`config.mk`:
```
export PLATFORM = sky130hd
export DESIGN_NAME = cksum_engine
export DESIGN_NICKNAME = d
export VERILOG_FILES = /design/src/rtl/cksum_engine_pkg.sv /design/src/rtl/cksum_lane_add.sv /design/src/rtl/cksum_engine.sv
export SDC_FILE = /design/constraint.sdc
export NUM_CORES = 1
export LEC_CHECK = 0
export ABC_CLOCK_PERIOD_IN_PS = 14500
export CAP_MARGIN = 20
export CORE_MARGIN = 4
export CORE_UTILIZATION = 30
export DETAILED_ROUTE_END_ITERATION = 12
export GPL_ROUTABILITY_DRIVEN = 0
export RECOVER_POWER = 100
export SYNTH_ARGS = -nofsm -noshare
export SYNTH_HDL_FRONTEND = slang
export SYNTH_SLANG_ARGS = --single-unit
```
`constraint.sdc`:
```
create_clock -name clk -period 14.5 [get_ports clk]
set_clock_uncertainty 0.1 [all_clocks]
set_input_delay 2.9 -clock clk [delete_from_list [all_inputs] [get_ports clk]]
set_output_delay 2.9 -clock clk [all_outputs]
set_load 0.02 [all_outputs]
```
`src/rtl/cksum_engine_pkg.sv`:
```
// Shared definitions for the one's-complement checksum engine: mode codes,
// FSM states and a 16-bit end-around-carry adder.
package cksum_engine_pkg;

  localparam logic [1:0]  CK_MODE_GEN    = 2'b00;
  localparam logic [1:0]  CK_MODE_VERIFY = 2'b01;
  localparam logic [1:0]  CK_MODE_UPDATE = 2'b10;
  localparam logic [15:0] ZERO_HALF      = 16'h0000;

  typedef enum logic [3:0] {
    S_IDLE, S_CLEAR, S_READ, S_DRAIN, S_FOLD, S_STORE, S_DONE, S_RD_OLD, S_UPD
  } state_e;

  function automatic logic [15:0] ones_add(input logic [15:0] a, input logic [15:0] b);
    logic [16:0] s;
    s = {1'b0, a} + {1'b0, b};
    return s[15:0] + {15'd0, s[16]};
  endfunction

endpackage

```
`src/rtl/cksum_lane_add.sv`:
```
// Sums the 16-bit lanes of one memory word, keeping only bytes inside [lo, hi).
// Lane 0 sits in the MSBs (lowest address); a trailing odd byte pads with zero.
module cksum_lane_add #(
  parameter int DATA_W = 32,
  parameter int ADDR_W = 32,
  parameter int SUM_W  = 18
) (
  input  logic [DATA_W-1:0] word_i,
  input  logic [ADDR_W-1:0] addr_i,
  input  logic [ADDR_W:0]   lo_i,
  input  logic [ADDR_W:0]   hi_i,
  output logic [SUM_W-1:0]  sum_o
);
  localparam int LANES = DATA_W/16;

  logic [LANES-1:0][1:0]  mask_w;
  logic [LANES-1:0][15:0] lane_w;

  genvar k;
  for (k = 0; k < LANES; k++) begin : g_lane
    logic [ADDR_W:0] a0;
    assign a0        = {1'b0, addr_i} + (ADDR_W+1)'(2*k);
    assign mask_w[k] = {(a0 >= lo_i) && (a0 < hi_i),
                        (a0 >= lo_i) && ((a0 + (ADDR_W+1)'(1)) < hi_i)};
    assign lane_w[k] = {word_i[DATA_W-1-16*k -: 8] & {8{mask_w[k][1]}},
                        word_i[DATA_W-9-16*k -: 8] & {8{mask_w[k][0]}}};
  end

  always_comb begin
    sum_o = '0;
    for (int i = 0; i < LANES; i++) sum_o = sum_o + SUM_W'(lane_w[i]);
  end

endmodule

```
`src/rtl/cksum_engine.sv`:
```
// RFC 1071 checksum engine on the shared packet SRAM port: GEN writes the
// checksum, VERIFY only reports, UPDATE patches an existing checksum (RFC 1624).
module cksum_engine
  import cksum_engine_pkg::*;
#(
  parameter int DATA_W = 32,
  parameter int ADDR_W = 32,
  parameter int LEN_W  = 16
) (
  input  logic              clk,
  input  logic              rst,
  input  logic              start_i,
  input  logic [1:0]        mode_i,
  input  logic [ADDR_W-1:0] field_start_i,
  input  logic [LEN_W-1:0]  field_len_i,
  input  logic [ADDR_W-1:0] dst_field_i,
  input  logic [15:0]       old_val_i,
  input  logic [15:0]       new_val_i,
  output logic              mem_ce_o,
  output logic              mem_we_o,
  output logic [ADDR_W-1:0] mem_addr_o,
  output logic [3:0]        mem_width_o,
  output logic [DATA_W-1:0] mem_data_o,
  input  logic [DATA_W-1:0] mem_data_i,
  output logic [15:0]       result_o,
  output logic              ok_o,
  output logic              err_o,
  output logic              ready_o
);
  localparam int BYTES = DATA_W/8;
  localparam int OFF_W = $clog2(BYTES);
  localparam int ACC_W = 17 + LEN_W - 1;
  localparam int SUM_W = 16 + $clog2(DATA_W/16);
  localparam logic [ADDR_W-1:0] ALIGN = ~ADDR_W'(BYTES-1);

  state_e            state_q;
  logic [1:0]        mode_q;
  logic [ADDR_W-1:0] start_q, last_q, dst_q, raddr_q, addr_q;
  logic [ADDR_W:0]   end_q;
  logic              len_zero_q, rvalid_q;
  logic [15:0]       old_q, new_q, result_q;
  logic [ACC_W-1:0]  acc_q;
  logic              ce_q, we_q, ok_q, err_q, ready_q;
  logic [3:0]        width_q;
  logic [DATA_W-1:0] wdata_q;

  logic [ADDR_W:0]   end_d;
  logic [ADDR_W-1:0] last_d;
  logic              err_d, fold_done;
  logic [SUM_W-1:0]  lane_sum;
  logic [ACC_W-1:0]  fold_d;
  logic [15:0]       cks_d, upd_d;
  logic [DATA_W-1:0] hc_sh;

  assign end_d     = {1'b0, field_start_i} + (ADDR_W+1)'(field_len_i);
  assign last_d    = (end_d[ADDR_W-1:0] - ADDR_W'(1)) & ALIGN;
  assign err_d     = (mode_i == 2'b11) || field_start_i[0] || dst_field_i[0];
  assign fold_d    = ACC_W'(acc_q[ACC_W-1:16]) + ACC_W'(acc_q[15:0]);
  assign fold_done = (acc_q[ACC_W-1:16] == '0);
  assign cks_d     = ~acc_q[15:0];
  // The old checksum lives in the lane selected by dst's offset inside the word.
  assign hc_sh     = mem_data_i << {dst_q[OFF_W-1:1], 4'b0000};
  assign upd_d     = ~ones_add(ones_add(~hc_sh[DATA_W-1 -: 16], ~old_q), new_q);

  cksum_lane_add #(.DATA_W(DATA_W), .ADDR_W(ADDR_W), .SUM_W(SUM_W)) u_lane_add (
    .word_i (mem_data_i),
    .addr_i (raddr_q),
    .lo_i   ({1'b0, start_q}),
    .hi_i   (end_q),
    .sum_o  (lane_sum)
  );

  always_ff @(posedge clk or negedge rst) begin
    if (!rst) begin
      state_q <= S_IDLE;   mode_q <= '0;    start_q <= '0;  last_q <= '0;
      dst_q <= '0;         raddr_q <= '0;   addr_q <= '0;   end_q <= '0;
      len_zero_q <= 1'b0;  rvalid_q <= 1'b0; old_q <= '0;   new_q <= '0;
      result_q <= '0;      acc_q <= '0;     ce_q <= 1'b0;   we_q <= 1'b0;
      ok_q <= 1'b0;        err_q <= 1'b0;   ready_q <= 1'b0;
      width_q <= '0;       wdata_q <= '0;
    end else begin
      // Read data returns one cycle after its address; fold it in on arrival.
      if (rvalid_q) acc_q <= acc_q + ACC_W'(lane_sum);
      rvalid_q <= 1'b0;
      case (state_q)
        S_IDLE: if (start_i) begin
          mode_q <= mode_i;  start_q <= field_start_i;  end_q <= end_d;  last_q <= last_d;
          dst_q <= dst_field_i;  old_q <= old_val_i;  new_q <= new_val_i;
          len_zero_q <= (field_len_i == '0);
          acc_q <= '0;  result_q <= '0;  ok_q <= 1'b0;  err_q <= 1'b0;
          if (err_d) begin
            err_q <= 1'b1;  ready_q <= 1'b1;  state_q <= S_DONE;
          end else if (mode_i == CK_MODE_GEN) begin
            state_q <= S_CLEAR;  ce_q <= 1'b1;  we_q <= 1'b1;
            addr_q <= dst_field_i;  width_q <= 4'd2;  wdata_q <= DATA_W'(ZERO_HALF);
          end else if (mode_i == CK_MODE_VERIFY) begin
            if (field_len_i == '0) state_q <= S_FOLD;
            else begin
              state_q <= S_READ;  ce_q <= 1'b1;
              addr_q <= field_start_i & ALIGN;  width_q <= 4'(BYTES);
            end
          end else begin
            state_q <= S_RD_OLD;  ce_q <= 1'b1;
            addr_q <= dst_field_i & ALIGN;  width_q <= 4'(BYTES);
          end
        end
        S_CLEAR: begin
          we_q <= 1'b0;  wdata_q <= '0;
          if (len_zero_q) begin
            state_q <= S_FOLD;  ce_q <= 1'b0;  addr_q <= '0;  width_q <= '0;
          end else begin
            state_q <= S_READ;  addr_q <= start_q & ALIGN;  width_q <= 4'(BYTES);
          end
        end
        S_READ: begin
          rvalid_q <= 1'b1;
          raddr_q  <= addr_q;
          if (addr_q == last_q) begin
            state_q <= S_DRAIN;  ce_q <= 1'b0;  addr_q <= '0;  width_q <= '0;
          end else addr_q <= addr_q + ADDR_W'(BYTES);
        end
        S_DRAIN: state_q <= S_FOLD;
        S_FOLD: begin
          if (!fold_done) acc_q <= fold_d;
          else if (mode_q == CK_MODE_GEN) begin
            result_q <= cks_d;  state_q <= S_STORE;  ce_q <= 1'b1;  we_q <= 1'b1;
            addr_q <= dst_q;  width_q <= 4'd2;  wdata_q <= DATA_W'(cks_d);
          end else begin
            result_q <= acc_q[15:0];  ok_q <= (acc_q[15:0] == 16'hFFFF);
            ready_q <= 1'b1;  state_q <= S_DONE;
          end
        end
        S_RD_OLD: begin
          state_q <= S_UPD;  ce_q <= 1'b0;  addr_q <= '0;  width_q <= '0;
        end
        S_UPD: begin
          result_q <= upd_d;  state_q <= S_STORE;  ce_q <= 1'b1;  we_q <= 1'b1;
          addr_q <= dst_q;  width_q <= 4'd2;  wdata_q <= DATA_W'(upd_d);
        end
        S_STORE: begin
          ce_q <= 1'b0;  we_q <= 1'b0;  addr_q <= '0;  width_q <= '0;  wdata_q <= '0;
          ready_q <= 1'b1;  state_q <= S_DONE;
        end
        S_DONE: if (!start_i) begin
          ready_q <= 1'b0;  state_q <= S_IDLE;
        end
        default: state_q <= S_IDLE;
      endcase
    end
  end

  assign mem_ce_o    = ce_q;
  assign mem_we_o    = we_q;
  assign mem_addr_o  = addr_q;
  assign mem_width_o = width_q;
  assign mem_data_o  = wdata_q;
  assign result_o    = result_q;
  assign ok_o        = ok_q;
  assign err_o       = err_q;
  assign ready_o     = ready_q;

endmodule

```
After elaboration in Yosys (flattened, before gate mapping)
Index checks and enable logic that the tools add are counted.

Add/subtract/negate cells: 13. $lt $le $gt $ge: 6. Equality and inequality tests: 23. Shifts and indexed selects: 1. Mux-type cells: 71. Bitwise operators: 8. Reduce and logical (&&, ||, !) cells: 27.

Operators with widths (count): $mux W32 (17); $pmux W32 S6 (1); $pmux W32 S4 (1); $lt A33 B33 Y1 (3); $add A16 B16 Y17 (4); $not A16 Y16 (4); $pmux W32 S2 (1); $mux W4 (15); $mux W16 (3); $pmux W16 S3 (1); $pmux W4 S9 (1); $add A32 B1 Y33 const B (1); $add A32 B16 Y33 (1); $add A32 B2 Y33 const B (1); $add A33 B1 Y33 const B (1); $ge A33 B32 Y1 (1); $lt A32 B33 Y1 (1); $add A16 B1 Y16 (2); $add A32 B17 Y32 (1); $add A32 B3 Y32 const B (1); $and A8 B8 Y8 (4); $eq A32 B32 Y1 (1); $ge A32 B32 Y1 (1); $logic_not A16 Y1 (2); 33 further kinds (80).

Flip-flop bits (word level): 320. Input port bits: 149. Output and inout bits: 89. Logic and storage cells: 170.

Longest topological paths before layout
Depth after elaboration: 10. Mapped depth: 39. Gate-level depth less buffers: 37.

Modules after synthesis
Synthesis repeated with hierarchy kept, for this count alone.

Cell total of the unflattened synthesis: 3319. Area, all modules: 27311.2 um^2.

By module, submodules not included: cksum_engine (instances 1, cells each 2343, area an instance 20164.3 um^2); cksum_lane_add (instances 1, cells each 976, area an instance 7146.9 um^2).

Least setup slack after synthesis
No wires, ideal clock.

Path kind: in2reg. Start: input port mem_data_i[0]. End: register wdata_q[15], in the netlist mem_data_o[15]. Data arrival time: 8837 ps. Data required time: 14276 ps. Setup slack: 5438 ps. Stages: 28. Path buffers: 0. Cells stage by stage: mux2i_1 ha_1 fa_1 a21o_1 a21oi_1 o21ai_0 a41oi_1 o21ai_0 a211oi_1 nor2_1 o21ai_0 nand2b_1 ha_1 ha_1 and2_1 nand2_1 xnor2_1 ha_1 or3_1 or2_2 o221ai_1 xor2_1 nor4b_1 nand4b_1 or3_1 or4_1 nand3_1 a21oi_1.

Longest elaborated chain between the ends: 8.

RTL lines: from (decl) (line cksum_engine.sv:24) `input logic [DATA_W-1:0] mem_data_i,`; $shl A32 B5 Y32 (line cksum_engine.sv:62) `assign hc_sh = mem_data_i << {dst_q[OFF_W-1:1], 4'b0000};`; $not A16 Y16 (line cksum_engine.sv:63) `assign upd_d = ~ones_add(ones_add(~hc_sh[DATA_W-1 -: 16], ~old_q), new_q);`; $add A16 B16 Y17 (line cksum_engine_pkg.sv:16) `s = {1'b0, a} + {1'b0, b};`; $add A16 B1 Y16 (line cksum_engine_pkg.sv:17) `return s[15:0] + {15'd0, s[16]};`; $add A16 B16 Y17 (line cksum_engine_pkg.sv:16); $add A16 B1 Y16 (line cksum_engine_pkg.sv:17); $not A16 Y16 (line cksum_engine.sv:63); $pmux W32 S4 (line cksum_engine.sv:85) `case (state_q)`; to (signal assigned) (line cksum_engine.sv:80) `width_q <= '0; wdata_q <= '0;`; to (signal assigned) (line cksum_engine.sv:95) `addr_q <= dst_field_i; width_q <= 4'd2; wdata_q <= DATA_W'(ZERO_HALF);`; to (signal assigned) (line cksum_engine.sv:108) `we_q <= 1'b0; wdata_q <= '0;`; to (decl) (line cksum_engine.sv:45) `logic [DATA_W-1:0] wdata_q;`.

Every way passes these cells. A chain may end at the register's enable or synchronous reset.

Final worst setup path
Start: input port start_i. End: register end_q[14].

Longest elaborated chain between the ends: 1.

RTL lines: from (decl) (line cksum_engine.sv:12) `input logic start_i,`; $reduce_and A2 Y1 (no line); to (signal assigned) (line cksum_engine.sv:87) `mode_q <= mode_i; start_q <= field_start_i; end_q <= end_d; last_q <= last_d;`; to (decl) (line cksum_engine.sv:39) `logic [ADDR_W:0] end_q;`.

Every way passes these cells.

==> metrics.csv <==
metric,value,unit
run status,finished with violations,
failing checks,"capacitance limit, slew limit",
"Seq/Total Area, Yosys",29.0,%
crit path DAT,10690,ps
Syn. warnings,0,
drc violations,0,
DRT Wirelength,91.4,mm
clk sinks,302,
CTS Hold Bufs,0,
worst slew pin tran,5910,ps
cts bufs inserted,37,
top post-synthesis cells by area,"dfrtp_1 29%, ha_1 13%, nand2_1 7.3%, o21ai_0 5.0%, xnor2_1 4.9%",
number of synthesized flops with an enable pin,0,
Max-slew headroom,-294,%
Register-to-Register Path Depth,37,
synth cell count leaders,"504 x nand2_1, 302 x dfrtp_1, 278 x ha_1",
placed insts,4414,
Startpoint Class,input port,
Clock Tree Root,clkbuf_16,
maxcap violations,9,
Vias,24000,
Initial DRT Pass Iterations,7,
proportion of layout cells with a drive suffix above 1,4.64,%
die width,303,um
Core Box Area,85700,um2
CTS tree,yes,
Post-synth ARST share,100,%
Nets,3760,
hpwl dp,72.0,mm
FF-to-FF End,acc_q[31],
Main synth FF type,dfrtp_1,
Post-Route Setup TNS,0,ps
critical path startpoint,start_i,
CP endpoint,end_q[14],
required time worst endpoint,14820,ps
clock-pin slew on the worst setup and hold paths,60,ps
CP max stage delay,3130,ps
worst reg-to-reg setup slack,4620,ps
clk buf depth,3,
Fillers,8908,
Syn Inst Count,3157,
PostCTS Resize Cnt,0,
Syn Area/Cell,8.25,um2
mapped cell area,26100,um2
setup bufs post-CTS,0,
crit path time final,10370,ps
crit path kind,in2reg,
post-DR vias/cell,5.34,
first-pass GRT wire length,139,mm
library cells used by synthesis,85,
RSZ-0062 raised after global routing,no,
r2r startpoint,raddr_q[4],
DRT iter0 DRCs,1959,
"count leader, synth",nand2_1,
routed length per instance,20.3,um
fin cells,4492,
Final Setup Violations,0,
final worst path period share,71.5,%
Cell Rows,107,
number of global-route vias before repair,23000,
Routed Antenna Nets,0,
share of the synthesized area in the top cell type,29.0,%
initial antenna violation count,8,
htree depth,2,
#FFs+latches synth,302,
fmax,96.4,MHz
pin count of the biggest net entering global routing,109,
PD cells,256,nW/um2
Starting Density,30.4,%
worst skew pair latency,590,ps
Total GRT Usage,19.5,%
worst min path class,reg2reg,
Chip Height,303,um
Die ar.,91600,um2
LEAKAGE,13.8,nW
critical path capture point type,flip-flop,
area post-placement,29400,um2
Setup WS pre-CTS,4140,ps
top fanout value on the critical path,101,
leading area contributor after synthesis,dfrtp_1,
setup ws final,4130,ps
final hold vios,0,
Area growth syn-to-layout,17.2,%
grt ovf,0,
CP max stage cell,and2_0,
# IOs,238,
post-route cell area,30500,um2
IO buf count,219,
Max Slew Vio Count,673,
worst hold slack,364,ps
worst path cell trace,dlygate4sd3_1 -> and2_0 -> clkbuf_1 -> nand2_1 -> o21ai_0,
VDD IR max,149,uV
[report_power, final]
part           internal, mW  total [mW]  switching, mW  leakage [nW]
combinational          2.11        5.15           3.05          9.44
clock                 0.513       0.924          0.410         0.575
sequential             1.21        1.73          0.524          3.82
[stage by stage]
stage          power, mW  utilization [%]
2_1_floorplan       5.19                -
3_3_place_gp        6.74             34.3
3_5_place_dp        6.80             34.3
4_1_cts             7.77             35.7
5_1_grt             8.49             35.6
6_report            7.81             35.7
[cell usage in the layout, fill, tap and decap left out, drive strengths merged, types with 30 or more instances in the layout]
cell	count
dfrtp	302
clkbuf	59
xor2	101
a21o	107
mux2	37
nand2b	31
nor4	30
a21oi	128
nand2	504
nor3	70
mux2i	33
o21ai	266
nor2	174
xnor2	147
nand3	113
nand4	78
clkdlybuf4s50	142
ha	278
dlygate4sd3	76
and3	39
inv	160
[routing by layer]
| metal | GRT usage (%) | routed length (um) | share of wire (%) | up-vias |
|---|---|---|---|---|
| li1 | - | - | - | 11500 |
| met1 | 28.2 | 42600 | 47 | 11600 |
| met2 | 28.8 | 38900 | 43 | 723 |
| met3 | 3.58 | 6350 | 6.9 | 148 |
| met4 | 7.17 | 3490 | 3.8 | 6 |
| met5 | 0 | 35 | 0.038 | - |
[cell type report]
type	count	area, um2	share of cell area (%)
Clock inverter	16	170	0.557
Inverter	159	597	1.95
Clock buffer	50	1000	3.29
Antenna cell	9	22.5	0.0737
Multi-Input combinational cell	2558	17300	56.8
Tap cell	1144	1430	4.69
Timing Repair Buffer	254	2430	7.94
Sequential cell	302	7560	24.7
[kinds of logic after synthesis]
| kind of cell | share of synthesized area (%) |
|---|---|
| simple gates | 21.6 |
| other cells | 0.0144 |
| mux | 2.87 |
| xor+xnor | 8.34 |
| flops | 29.0 |
| compound gates | 18.3 |
| fa+ha+maj | 15.0 |
| buf+inv | 4.86 |
[how the worst min path moves through the flow]
stage                   start   endpoint  depth (start not counted)
floorplan           dst_q[11]  dst_q[11]                          2
global placement    dst_q[18]  dst_q[18]                          2
detailed placement  dst_q[18]  dst_q[18]                          2
CTS                 dst_q[18]  dst_q[18]                          2
global route        dst_q[24]  dst_q[24]                          2
finish              dst_q[18]  dst_q[18]                          2
[worst max-delay path: cells and delay by family]
| kind | cells | cell delay (ps) |
|---|---|---|
| buffers and inverters | 2 | 3770 |
| AO/OA/AOI/OAI | 1 | 240 |
| AND/OR/NAND/NOR | 2 | 3640 |
[sequential cells by signal, summed over array words and instances (netlist names), 30 cells and up]
signal	cells
end_q	33
acc_q	32
dst_q	32
mem_addr_o	32
raddr_q	32
start_q	32
last_q	30
Note: power is estimated with default switching activity, not from simulation.
